`src/rtl/mem_port_arbiter.sv`:
```
// mem_port_arbiter: shares one registered-read SRAM port between loader, data and fetch
// requesters, with loader locking, fetch starvation promotion and read-owner tracking.
module mem_port_arbiter #(
   parameter int AW = 10,
   parameter int DW = 32,
   parameter int MAX_WAIT = 4
) (
   input  logic          clk1,
   input  logic          rst_n,
   input  logic          ld_req,
   input  logic          ld_we,
   input  logic          ld_lock,
   input  logic [31:0]   ld_addr,
   input  logic [DW-1:0] ld_wdata,
   input  logic          d_req,
   input  logic          d_we,
   input  logic [31:0]   d_addr,
   input  logic [DW-1:0] d_wdata,
   input  logic          i_req,
   input  logic [31:0]   i_addr,
   output logic          ld_gnt,
   output logic          d_gnt,
   output logic          i_gnt,
   output logic          ld_rvalid,
   output logic          d_rvalid,
   output logic          i_rvalid,
   output logic [DW-1:0] rdata,
   output logic          mem_en,
   output logic          mem_we,
   output logic [AW-1:0] mem_addr,
   output logic [DW-1:0] mem_wdata,
   input  logic [DW-1:0] mem_rdata,
   output logic          locked
);
   typedef enum logic {RUN, LOCK} state_t;
   state_t state, state_nxt;
   logic [1:0] rst_sync;
   logic [3:0] starve_cnt, cnt_nxt;
   logic [2:0] rv;
   logic ready, run_rules, promo;
   logic unused_addr;
   assign unused_addr = ^{ld_addr[31:AW], d_addr[31:AW], i_addr[31:AW]};
   // grants stay off until reset release has passed through two flops
   assign ready = rst_sync[1];
   always_ff @(posedge clk1 or negedge rst_n)
      if (!rst_n) begin
         rst_sync   <= '0;
         state      <= RUN;
         starve_cnt <= '0;
         rv         <= '0;
      end else begin
         rst_sync   <= {rst_sync[0], 1'b1};
         state      <= state_nxt;
         starve_cnt <= cnt_nxt;
         rv         <= {ld_gnt & ~ld_we, d_gnt & ~d_we, i_gnt};
      end
   always_comb begin
      run_rules = ready && (state == RUN || !ld_lock);
      promo     = starve_cnt == MAX_WAIT[3:0];
      ld_gnt    = ready && ld_req;
      d_gnt     = run_rules && !ld_req && d_req && !(promo && i_req);
      i_gnt     = run_rules && !ld_req && i_req && (promo || !d_req);
      state_nxt = (ld_lock && (ld_gnt || state == LOCK)) ? LOCK : RUN;
      cnt_nxt   = !run_rules ? starve_cnt :
                  (i_req && !i_gnt) ? (promo ? starve_cnt : starve_cnt + 4'd1) : 4'd0;
   end
   always_comb begin
      mem_en    = ld_gnt | d_gnt | i_gnt;
      mem_we    = ld_gnt ? ld_we : d_gnt & d_we;
      mem_addr  = ld_gnt ? ld_addr[AW-1:0] : d_gnt ? d_addr[AW-1:0] :
                  i_gnt ? i_addr[AW-1:0] : '0;
      mem_wdata = ld_gnt ? ld_wdata : d_gnt ? d_wdata : '0;
      rdata     = |rv ? mem_rdata : '0;
      {ld_rvalid, d_rvalid, i_rvalid} = rv;
      locked    = state == LOCK;
   end
endmodule

```
`config.mk`:
```
export PLATFORM = sky130hd
export DESIGN_NAME = mem_port_arbiter
export DESIGN_NICKNAME = d
export VERILOG_FILES = /design/src/rtl/mem_port_arbiter.sv
export SDC_FILE = /design/constraint.sdc
export NUM_CORES = 1
export LEC_CHECK = 0
export BUFFER_PORTS_ARGS = -buffer_cell sky130_fd_sc_hd__buf_2
export CORE_AREA = 3 3 110 112
export CTS_CLUSTER_DIAMETER = 100
export DETAILED_ROUTE_END_ITERATION = 6
export DIE_AREA = 0 0 113 115
export GPL_ROUTABILITY_DRIVEN = 0
export PLACE_DENSITY = 0.47
export SLEW_MARGIN = 10
export SYNTH_ARGS = -nofsm -noshare
export SYNTH_HDL_FRONTEND = slang
export SYNTH_SLANG_ARGS = --single-unit
```
`constraint.sdc`:
```
create_clock -name clk1 -period 3.1 [get_ports clk1]
set_clock_uncertainty 0.2 [all_clocks]
set_input_delay 0.31 -clock clk1 [delete_from_list [all_inputs] [get_ports clk1]]
set_output_delay 0.31 -clock clk1 [all_outputs]
set_load 0.01 [all_outputs]
```
==> results.txt <==
The flow ran to the end, and the final reports show no timing, DRC or antenna violations. The wire length of the first global-routing pass was 9470 um; the overall track demand over capacity in global routing was 9.06%. The final layout contains 559 nets.

The tools report the buffer cell driving the clock tree root as sky130_fd_sc_hd__clkbuf_16. For this run the aggregate overflow at the end of global routing stands at 0. The area added between synthesis and finish works out to 108%. The placed instances occupy a cell area of 2430 um2.

The number of vias after detailed routing is 2005, and the count of state elements after synthesis is 10. The total power divided by cell area is 284 nW/um2, and the number of antenna-violating nets in the routed design is 0. For the finished layout, the period the worst path requires is 2.60 ns. Portion of the post-synthesis area used by sequential elements: 20.6%. The most instantiated library cell after synthesis is sky130_fd_sc_hd__a22o_1. The maximum clock frequency was 0.384 GHz. The clock passes through at most 2 buffers. The post-route cell area was 2530 um2.

Summed over all layers, the routed wires come to 6830 um. The area of the multi-input gates is 883 um2. The area fraction of the dominant cell type after synthesis works out to 31.0%. The final cycle utilization of the critical path works out to 83.9%. The tools report the violation count after the first detailed-route iteration as 73.

The total setup violations reported at the end of the flow was 0; the ratio of routed vias to standard cells was 4.02. The kind of end point of the critical path was an output port. The area inside the core boundary is 11300 um2. The number of global-route vias before repair is 1873. 283 I/O pins were placed. The die outline area is 13000 um2. The first detailed-routing pass took 4 iterations.

IR analysis of the VDD net gives a maximum drop of 0.168 mV. The detailed placer's ending HPWL was 5760 um; the clock transition at the registers of the reported paths was 0.04 ns. The average instance in the mapped netlist occupies 8.33 um2. Measured along the x axis, the die boundary spans 113 um.

The run gives 1 as the maximum level of the CTS H-tree. Setup repair after global routing left no endpoint under its margin. Entering global routing, the biggest net connects 47 pins. On the final layout, the worst hold slack is 0.0457 ns.

The count of maximum capacitance violations was 0. The Yosys step of the flow raised 0 warnings. After synthesis, the cell types taking the most area are sky130_fd_sc_hd__a22o_1, sky130_fd_sc_hd__dfrtp_1, sky130_fd_sc_hd__nor2b_1. After synthesis, the netlist uses 30 different library cells.

The number of I/O port buffers came out at 216. The logs give 0 for the number of DRC violations after detailed routing and 0 for the initial antenna violation count. After synthesis, the most frequently instantiated cells are sky130_fd_sc_hd__a22o_1, sky130_fd_sc_hd__nor2b_1, sky130_fd_sc_hd__a21o_1, sky130_fd_sc_hd__dfrtp_1, sky130_fd_sc_hd__clkbuf_1. The async set or reset register ratio after synthesis is 100%, and the number of buffers added by the clock tree synthesis step is 3. TritonCTS built the clock tree. For this design, the sink count on the clock tree is 10.

In this run, synthesis inferred 0 flip-flops with an integrated enable. The latest clock arrival within the worst-skew pair was 0.24 ns. In the synthesized netlist, the number of instances is 146. Adding up every negative setup slack in the final design gives 0 ns.

The starting utilization of the core area is 10.7%. From bottom edge to top edge, the die measures 115 um. The number of failing hold endpoints at the final stage was 0; the leakage power of the design was 1.56 nW. The path class of the lowest-slack min-delay path is in -> reg. At the pin with the least slew margin, the transition time is 0.510 ns.

In the final routed layout, each cell accounts on average for 13.7 um. The run gives 0 as the total inserted antenna cells. The largest total area in the synthesized netlist belongs to sky130_fd_sc_hd__a22o_1. The logs give 2.09 ns for the arrival time of the worst setup path and 66.0% for the headroom to the max-slew limit. The sequential cells in the finished layout cover a total of 250 um2.

The cell area that synthesis handed to floorplanning was 1220 um2. The count of pins over their slew limit was 0. The fraction of layout cells with a size suffix above 1 is 64.0%, and the number of filler cells placed in the layout is 1250. The kind of start point of the critical path was a flip-flop. Row generation in the floorplan step produced 39 rows. In this run the worst path has a maximum fanout of 46.

The final setup slack of the worst path was 0.499 ns. The run gives 2.59 ns as the data required time of the critical path. The worst slack at placement came out at 0.760 ns. The dominant register cell in the synthesized netlist is sky130_fd_sc_hd__dfrtp_1. For the total nets after synthesis, the log shows 348. The critical path is of the reg -> out type.
[worst max-delay path, stage by stage, from the launching register on]
cell,delay [ns]
sky130_fd_sc_hd__dfrtp_1,0.41
sky130_fd_sc_hd__inv_1,0.06
sky130_fd_sc_hd__ha_1,0.21
sky130_fd_sc_hd__nand4b_1,0.12
sky130_fd_sc_hd__and4_4,0.58
sky130_fd_sc_hd__a22o_1,0.25
sky130_fd_sc_hd__a21o_1,0.08
sky130_fd_sc_hd__buf_2,0.12
[cells in the final DEF, fill, tap and decap left out, types with 2 or more instances in the layout]
cell | synthesis | layout
sky130_fd_sc_hd__a21o_1 | 11 | 11
sky130_fd_sc_hd__o21ai_0 | 3 | 3
sky130_fd_sc_hd__buf_4 | 0 | 3
sky130_fd_sc_hd__inv_1 | 4 | 4
sky130_fd_sc_hd__nor2_1 | 2 | 2
sky130_fd_sc_hd__a22o_1 | 43 | 43
sky130_fd_sc_hd__clkbuf_16 | 0 | 3
sky130_fd_sc_hd__or3_1 | 2 | 2
sky130_fd_sc_hd__nor2b_1 | 34 | 34
sky130_fd_sc_hd__nand2_1 | 5 | 5
sky130_fd_sc_hd__buf_2 | 5 | 216
sky130_fd_sc_hd__ha_1 | 2 | 2
sky130_fd_sc_hd__dfrtp_1 | 10 | 10
[per-layer routing]
metal / up-vias / track usage [%] / wire [um]
met5: - / 0 / 0
met4: 0 / 0.641 / 0
met3: 0 / 2.58 / 704
met2: 117 / 17.6 / 3600
met1: 923 / 10.2 / 2520
li1: 965 / - / -
[path summary, 6_finish.rpt]
| kind | slack [ns] | startpoint | endpoint | depth (start not counted) |
|---|---|---|---|---|
| worst max-delay path | 0.50 | starve_cnt[0] | mem_addr[2] | 7 |
| worst min-delay path | 0.05 | ld_we | rv[2] | 2 |
| worst max register to register | 1.23 | starve_cnt[0] | rv[1] | 5 |
| worst min register to register | 0.14 | rst_sync[0] | rst_sync[1] | 0 |
| max in group asynchronous | 2.19 | rst_n | rv[1] | 2 |
| min in group asynchronous | 0.29 | rst_n | starve_cnt[1] | 2 |
[stage by stage]
| step | cells | util (%) | power, mW |
|---|---|---|---|
| after floorplan | 146 | - | 0.297 |
| after global placement | 494 | 21.5 | 0.462 |
| after detailed placement | 494 | 21.5 | 0.466 |
| after CTS | 499 | 22.3 | 0.734 |
| after global routing | 499 | 22.3 | 0.774 |
| final | 499 | 22.3 | 0.720 |
[area by class of cell]
type	instances	area share, %
multi-input combinational	118	34.9
inverter	4	0.593
sequential	10	9.89
tap	143	7.07
timing repair buffer	220	44.0
clock buffer	4	3.51
[logic make-up (layout without fill, tap and decap cells)]
| logic type | count (synthesis) | count (layout) | share of synthesized area [%] |
|---|---|---|---|
| buf+inv | 18 | 228 | 7.30 |
| other cells | 1 | 1 | 0.308 |
| simple gates | 50 | 50 | 25.0 |
| compound gates | 64 | 64 | 43.8 |
| fa+ha+maj | 2 | 2 | 2.06 |
| mux | 1 | 1 | 0.926 |
| flops | 10 | 10 | 20.6 |
[where the power goes]
part / internal, mW / switching (mW) / leakage, nW
sequential: 0.142 / 0.0128 / 0.131
combinational: 0.160 / 0.147 / 1.39
clock: 0.194 / 0.0629 / 0.0442
total: 0.496 / 0.223 / 1.56
[sequential cells by signal, indices dropped and copies added, names as in the netlist]
signal      flops
starve_cnt      4
rv              3
rst_sync        2
locked          1
[timing repair]
| item | 4_1_cts | 5_1_grt |
|---|---|---|
| hold buffers | 1 | 0 |
| endpoints found under the setup margin | 0 | 0 |
| resized for setup | 0 | 0 |
| buffers inserted | 0 | 0 |
| endpoints found under the hold margin | 10 | 0 |
Power figures use the tool's default switching activity.
